`config.mk`:
```
export PLATFORM = sky130hd
export DESIGN_NAME = ktms_cmd_fetch_sched
export DESIGN_NICKNAME = d
export VERILOG_FILES = /design/src/rtl/ktms_cmd_fetch_sched_pkg.sv /design/src/rtl/ktms_rr_pick.sv /design/src/rtl/ktms_cmd_fetch_sched.sv
export SDC_FILE = /design/constraint.sdc
export NUM_CORES = 1
export LEC_CHECK = 0
export CAP_MARGIN = 30
export CORE_MARGIN = 10
export CORE_UTILIZATION = 60
export CTS_BUF_LIST = sky130_fd_sc_hd__clkbuf_8
export DETAILED_ROUTE_END_ITERATION = 8
export GPL_TIMING_DRIVEN = 0
export PLACE_DENSITY = 0.82
export SYNTH_ARGS = -nofsm -noshare
export SYNTH_HDL_FRONTEND = slang
export SYNTH_SLANG_ARGS = --single-unit
export TNS_END_PERCENT = 100
```
`constraint.sdc`:
```
create_clock -name clk -period 5.4 [get_ports clk]
set_input_delay 1.35 -clock clk [delete_from_list [all_inputs] [get_ports clk]]
set_output_delay 1.35 -clock clk [all_outputs]
set_load 0.005 [all_outputs]
```
`src/rtl/ktms_cmd_fetch_sched_pkg.sv`:
```
`default_nettype none
// ============================================================================
// Module   : ktms_cmd_fetch_sched_pkg
// Brief    : Shared defaults and helpers for the command-fetch scheduler.
// Revision : 1.0  initial release
// ============================================================================
package ktms_cmd_fetch_sched_pkg;

  // Default geometry: four requesters, four outstanding fetch tags, 6-bit counters
  localparam int KTMS_NREQ_DEF  = 4;
  localparam int KTMS_ID_W_DEF  = 2;
  localparam int KTMS_TAG_W_DEF = 2;
  localparam int KTMS_CNT_W_DEF = 6;

  // Next round-robin start position after a winner at idx, wrapping at n
  function automatic int ktms_wrap_inc(input int idx, input int n);
    return (idx + 1) % n;
  endfunction

endpackage
`default_nettype wire

```
`src/rtl/ktms_rr_pick.sv`:
```
`default_nettype none
// ============================================================================
// Module   : ktms_rr_pick
// Brief    : Combinational round-robin picker. The lowest requesting index at
//            or after i_ptr wins, wrapping around to index 0. Tying i_ptr to 0
//            makes it a plain lowest-set-bit finder.
// Revision : 1.0  initial release
// ============================================================================
module ktms_rr_pick #(
  parameter int N = 4,
  parameter int W = 2
) (
  input  logic [N-1:0] i_req,
  input  logic [W-1:0] i_ptr,
  output logic [N-1:0] o_gnt,
  output logic [W-1:0] o_idx,
  output logic         o_any
);

  // First pass covers indices at or above the pointer, second pass wraps to 0
  always_comb begin
    o_gnt = '0;
    o_idx = '0;
    o_any = 1'b0;
    for (int j = 0; j < N; j++) begin
      if (!o_any && i_req[j] && (j >= int'(i_ptr))) begin
        o_any    = 1'b1;
        o_gnt[j] = 1'b1;
        o_idx    = W'(j);
      end
    end
    for (int j = 0; j < N; j++) begin
      if (!o_any && i_req[j]) begin
        o_any    = 1'b1;
        o_gnt[j] = 1'b1;
        o_idx    = W'(j);
      end
    end
  end

endmodule
`default_nettype wire

```
`src/rtl/ktms_cmd_fetch_sched.sv`:
```
`default_nettype none
// ============================================================================
// Module   : ktms_cmd_fetch_sched
// Brief    : Counts per-requester doorbells, arbitrates them round-robin into
//            one fetch-request stream with a tag per outstanding fetch, and
//            maps completion beats back to their requester.
// Revision : 1.0  initial release
// ============================================================================
module ktms_cmd_fetch_sched
  import ktms_cmd_fetch_sched_pkg::*;
#(
  parameter int NREQ      = KTMS_NREQ_DEF,
  parameter int ID_WIDTH  = KTMS_ID_W_DEF,
  parameter int TAG_WIDTH = KTMS_TAG_W_DEF,
  parameter int CNT_WIDTH = KTMS_CNT_W_DEF
) (
  input  logic                 clk,
  input  logic                 reset,
  input  logic [NREQ-1:0]      i_db_v,
  input  logic [NREQ-1:0]      i_en,
  output logic                 o_req_v,
  input  logic                 i_req_r,
  output logic [ID_WIDTH-1:0]  o_req_id,
  output logic [TAG_WIDTH-1:0] o_req_tag,
  input  logic                 i_cpl_v,
  input  logic [TAG_WIDTH-1:0] i_cpl_tag,
  input  logic                 i_cpl_e,
  output logic [ID_WIDTH-1:0]  o_cpl_id,
  output logic [NREQ-1:0]      o_ovf,
  output logic                 o_perror,
  output logic                 o_idle
);

  localparam int                   c_ntags   = 1 << TAG_WIDTH;
  localparam logic [CNT_WIDTH-1:0] c_cnt_max = '1;

  logic [CNT_WIDTH-1:0] r_cnt     [NREQ];
  logic [CNT_WIDTH-1:0] w_cnt_nxt [NREQ];
  logic [NREQ-1:0]      w_ovf_set;
  logic [NREQ-1:0]      r_ovf;
  logic [ID_WIDTH-1:0]  r_ptr;

  logic [c_ntags-1:0]   r_busy;
  logic [c_ntags-1:0]   w_busy_nxt;
  logic [ID_WIDTH-1:0]  r_tag_id [c_ntags];

  logic                 r_req_v;
  logic [ID_WIDTH-1:0]  r_req_id;
  logic [TAG_WIDTH-1:0] r_req_tag;
  logic                 r_perror;
  logic                 r_idle;

  logic [NREQ-1:0]      w_elig;
  logic [NREQ-1:0]      w_win_oh;
  logic [ID_WIDTH-1:0]  w_win_idx;
  logic                 w_win_any;
  logic [c_ntags-1:0]   w_tag_oh;
  logic [TAG_WIDTH-1:0] w_tag_idx;
  logic                 w_tag_any;

  logic                 w_accept;
  logic                 w_slot_open;
  logic                 w_load;
  logic [NREQ-1:0]      w_grant;
  logic                 w_cpl_free;
  logic                 w_cpl_bad;
  logic                 w_req_v_nxt;
  logic                 w_idle_nxt;

  // Requesters compete only while enabled and holding pending commands
  always_comb begin
    for (int i = 0; i < NREQ; i++) begin
      w_elig[i] = i_en[i] & (r_cnt[i] != '0);
    end
  end

  ktms_rr_pick #(.N(NREQ), .W(ID_WIDTH)) u_req_pick (
    .i_req (w_elig),
    .i_ptr (r_ptr),
    .o_gnt (w_win_oh),
    .o_idx (w_win_idx),
    .o_any (w_win_any)
  );

  // Tag choice uses pre-edge busy bits, so a tag freed this cycle is never reused this cycle
  ktms_rr_pick #(.N(c_ntags), .W(TAG_WIDTH)) u_tag_pick (
    .i_req (~r_busy),
    .i_ptr ('0),
    .o_gnt (w_tag_oh),
    .o_idx (w_tag_idx),
    .o_any (w_tag_any)
  );

  // Slot load decision plus completion classification
  always_comb begin
    w_accept    = r_req_v & i_req_r;
    w_slot_open = ~r_req_v | w_accept;
    w_load      = w_slot_open & w_tag_any & w_win_any;
    w_grant     = w_load ? w_win_oh : '0;
    w_cpl_free  = i_cpl_v & i_cpl_e & r_busy[i_cpl_tag];
    w_cpl_bad   = i_cpl_v & ~r_busy[i_cpl_tag];
    w_req_v_nxt = w_load | (r_req_v & ~i_req_r);
  end

  // Pending counters: doorbell +1, grant -1, saturate at all-ones and flag the lost doorbell
  always_comb begin
    for (int i = 0; i < NREQ; i++) begin
      w_cnt_nxt[i] = r_cnt[i];
      w_ovf_set[i] = 1'b0;
      if (!i_en[i]) begin
        w_cnt_nxt[i] = '0;
      end else if (i_db_v[i] && !w_grant[i]) begin
        if (r_cnt[i] == c_cnt_max) begin
          w_ovf_set[i] = 1'b1;
        end else begin
          w_cnt_nxt[i] = r_cnt[i] + 1'b1;
        end
      end else if (!i_db_v[i] && w_grant[i]) begin
        w_cnt_nxt[i] = r_cnt[i] - 1'b1;
      end
    end
  end

  // Tag busy bits after this edge and the resulting idle indication
  always_comb begin
    w_busy_nxt = r_busy;
    if (w_cpl_free) begin
      w_busy_nxt[i_cpl_tag] = 1'b0;
    end
    if (w_load) begin
      w_busy_nxt = w_busy_nxt | w_tag_oh;
    end
    w_idle_nxt = ~w_req_v_nxt & (w_busy_nxt == '0);
    for (int i = 0; i < NREQ; i++) begin
      if (w_cnt_nxt[i] != '0) begin
        w_idle_nxt = 1'b0;
      end
    end
  end

  // State registers: counters, tag table, request slot, RR pointer and sticky flags
  always_ff @(posedge clk or posedge reset) begin
    if (reset) begin
      for (int i = 0; i < NREQ; i++) begin
        r_cnt[i] <= '0;
      end
      for (int t = 0; t < c_ntags; t++) begin
        r_tag_id[t] <= '0;
      end
      r_ovf     <= '0;
      r_ptr     <= '0;
      r_busy    <= '0;
      r_req_v   <= 1'b0;
      r_req_id  <= '0;
      r_req_tag <= '0;
      r_perror  <= 1'b0;
      r_idle    <= 1'b1;
    end else begin
      for (int i = 0; i < NREQ; i++) begin
        r_cnt[i] <= w_cnt_nxt[i];
      end
      r_ovf    <= r_ovf | w_ovf_set;
      r_perror <= r_perror | w_cpl_bad;
      r_busy   <= w_busy_nxt;
      r_req_v  <= w_req_v_nxt;
      r_idle   <= w_idle_nxt;
      if (w_load) begin
        r_tag_id[w_tag_idx] <= w_win_idx;
        r_req_id            <= w_win_idx;
        r_req_tag           <= w_tag_idx;
        r_ptr               <= ID_WIDTH'(ktms_wrap_inc(int'(w_win_idx), NREQ));
      end
    end
  end

  assign o_req_v   = r_req_v;
  assign o_req_id  = r_req_id;
  assign o_req_tag = r_req_tag;
  assign o_cpl_id  = r_tag_id[i_cpl_tag];
  assign o_ovf     = r_ovf;
  assign o_perror  = r_perror;
  assign o_idle    = r_idle;

endmodule
`default_nettype wire
```
==> impl_metrics.py <==
metrics = {
    "run_status": {
        "outcome": "complete, no violations",
    },
    "pwr": {
        "p_sw_share_pct": 40.64,
        "power_leakage_nw": 1.684,
        "p_switching_w": 0.0006735,
        "seq_power_share_pct": 34.9,
        "power.total_w": 0.001657,
        "comb_power_share_pct": 48.6,
        "peakVddDrop_v": 0.0002363,
        "clockPowerShare_pct": 16.5,
        "intPower_w": 0.0009839,
        "power_density_nw_per_um2": 442.3,
    },
    "yosys": {
        "synth_area_per_cell_um2": 9.125,
        "synth.distinct_cells": 67,
        "synth_nets": 386,
        "synth.top_cells.by_count": "dfrtp_1, nand2_1, nor2_1, o21ai_0, inv_1",
        "ys_seq_area_share_pct": 37.16,
        "yosysMostFrequentCell": "dfrtp_1",
        "ys_warn_count": 0,
        "synthCells": 362,
        "synth_area_leaders": "dfrtp_1, nand2_1, o21ai_0",
        "async_reset_ff_share_pct": 100.0,
        "syn_area_um2": 3303,
        "ys_ff_latch": 49,
        "synth_top_area_share_pct": 36.36,
        "synth-main-ff-cell": "dfrtp_1",
        "synth_edf_count": 0,
        "synth_top_area_cell": "dfrtp_1",
    },
    "worst_hold_path": {
        "whs_path_depth": 2,
        "min_from": "o_ovf[1]$_DFF_PP0_",
        "hold_end": "o_ovf[1]$_DFF_PP0_",
        "hold_path_class": "reg -> reg",
    },
    "cells_and_area": {
        "nets": 416,
        "n_fill_cell": 396,
        "syn_to_final_growth_pct": 13.45,
        "insertedDiodeCount": 0,
        "drive_gt1_share_pct": 10.69,
    },
    "setup_path": {
        "critical_path_class": "in -> reg",
        "cp_max_fo": 10,
        "worstReg2RegEnd": "o_idle$_DFF_PP1_",
        "crit_path_start_kind": "primary input",
        "worstSetupEndpointType": "flip-flop",
        "timing.rr.start": "r_cnt[6]$_DFF_PP0_",
        "critPathArrivalTime_ps": 4450,
        "rrSetupSlack_ps": 1740,
        "critPathRequiredTime_ps": 5650,
        "r2r_cells": 12,
    },
    "route": {
        "routedWlPerCell_um": 16.38,
        "dr.pass1.iters": 5,
        "wirelength_um": 7584,
        "post-route-drc-count": 0,
        "drtIter0Drc": 256,
        "postRouteAntennaNets": 0,
        "vias": 2959,
        "routed_via_density": 6.391,
    },
    "global_route": {
        "gr-total-overflow": 0,
        "grt_pass1_wl_um": 12780,
        "grt_max_degree": 32,
        "track_usage_pct": 17.35,
        "grt_pass1_vias": 2699,
        "grt_antenna_before_repair": 0,
    },
    "timing": {
        "hold_ws_ps": 469.5,
        "clock_skew_ps": 4.563,
        "tightestPinTransition_ps": 821.3,
        "fin_setup_tns_ps": 0,
        "rsz0062_at_grt": "no",
        "maxSlewViolCount": 0,
        "finalCritPeriodShare_pct": 77.89,
        "hold_violations": 0,
        "min_period_ps": 4206,
        "slew_headroom_pct": 45.13,
        "max_freq_ghz": 0.2378,
        "setup_viol": 0,
    },
    "clocking": {
        "cts_tree": "built",
        "clk_latency_ps": 300,
        "htree_levels": 2,
        "cts_buffer_depth": 2,
        "post_cts_buffers": 0,
        "clk_pin_slew_ps": 90,
        "cts_resized": 0,
        "ctsRootBufferMaster": "clkbuf_8",
        "ctsHoldBuffers": 0,
        "cts_sinks": 49,
        "cts_inserted_buffers": 5,
    },
    "place": {
        "dpl.hpwl_um": 5607,
        "gp_congestion": 0.9196,
        "io_buffers": 22,
    },
    "job": {
        "cap_violations": 0,
    },
    "floorplan": {
        "die-area_um2": 8873,
        "die_h_um": 94.20,
        "rows": 26,
        "design.core.area_um2": 5238,
        "start_util_pct": 63.07,
        "die_w_um": 94.20,
        "ios": 28,
    },
}
-- cell type report --
type                            count  area [µm²]  area share, %
Multi-Input combinational cell    278        1934          51.62
Sequential cell                    49        1227          32.75
Timing Repair Buffer               23       240.2          6.411
Tap cell                           70       87.58          2.337
Clock buffer                        6       82.58          2.204
Inverter                           19       71.32          1.903
Buffer                             16       70.07          1.870
Clock inverter                      2       33.78         0.9015
-- logic make-up after synthesis --
| family | Yosys count | synth area share, % |
|---|---|---|
| buffers and inverters | 35 | 4.280 |
| DFF | 49 | 37.16 |
| and+or+nand+nor | 149 | 24.70 |
| adders and majority gates | 9 | 3.409 |
| xor gates and xnor gates | 8 | 2.121 |
| AOI/OAI and AO/OA | 94 | 21.44 |
| muxes | 18 | 6.894 |
-- critical path, stage by stage --
cell	delay, ps
clkdlybuf4s50_1	500
clkbuf_1	380
o31ai_2	190
nand4_1	240
nor4b_1	670
a22oi_1	220
xnor2_1	160
and2_1	180
nor4b_2	330
and4_1	240
-- sequential cells by signal, indices dropped and copies added, names as in the netlist --
name / count
r_cnt: 24
r_tag_id: 8
o_ovf: 4
r_busy: 4
o_req_id: 2
o_req_tag: 2
r_ptr: 2
o_idle: 1
o_perror: 1
o_req_v: 1
-- layout by cell type (no fill, tap or decap), drive strengths merged, types with 3 or more instances in the layout --
master / n
a211o: 3
a21o: 4
a21oi: 12
a311o: 4
a31oi: 4
and2: 4
and3: 8
and4: 3
buf: 4
clkbuf: 19
clkdlybuf4s50: 22
dfrtp: 48
ha: 9
inv: 20
mux2: 8
mux2i: 7
mux4: 3
nand2: 32
nand2b: 5
nand3: 17
nand4: 6
nor2: 26
nor3: 7
nor4: 10
o211a: 3
o211ai: 5
o21ai: 26
o22ai: 3
o311a: 4
o31a: 3
o31ai: 6
or2: 4
or3: 8
or3b: 4
or4: 4
xnor2: 7
-- how the worst max path moves through the flow --
| stage | startpoint | to | slack [ps] | cells after the start |
|---|---|---|---|---|
| floorplan | i_en[1] | o_idle$_DFF_PP1_ | 1900 | 9 |
| global placement | i_en[2] | o_idle$_DFF_PP1_ | 920 | 10 |
| detailed placement | i_en[2] | o_idle$_DFF_PP1_ | 930 | 10 |
| CTS | i_en[2] | o_idle$_DFF_PP1_ | 1250 | 10 |
| global route | i_en[2] | o_idle$_DFF_PP1_ | 960 | 10 |
| finish | i_en[2] | o_idle$_DFF_PP1_ | 1190 | 10 |
-- layer usage --
layer  global-route usage, %  vias to the layer above  wire length (µm)
met1                   23.48                     1429              3452
li1                        -                     1422                 -
met2                   26.89                       94              3553
met3                   3.917                       14               480
met4                   4.937                        0                97
met5                       0                        -                 0
-- through the flow --
stage / utilization, % / worst slack [ps] / cell area [µm²] / cells
after detailed placement: 69.33 / 929.3 / 3631 / 455
after CTS: 71.55 / 1246 / 3747 / 463
after global routing: 71.55 / 957.6 / 3747 / 463
final: 71.55 / 1194 / 3747 / 463
after global placement: 68.94 / 924.1 / 3611 / 454
after floorplan: - / 1901 / 3303 / 362
-- power by group through the flow --
stage	clock, W	combinational (W)	sequential [W]
after detailed placement	0	0.000798	0.000583
after CTS	0.000278	0.000804	0.000575
after floorplan	0	0.000598	0.000558
after global placement	0	0.000771	0.000577
after global routing	0.000289	0.000903	0.000594
final	0.000273	0.000805	0.000579
No activity file was read; power rests on OpenSTA's default activity.
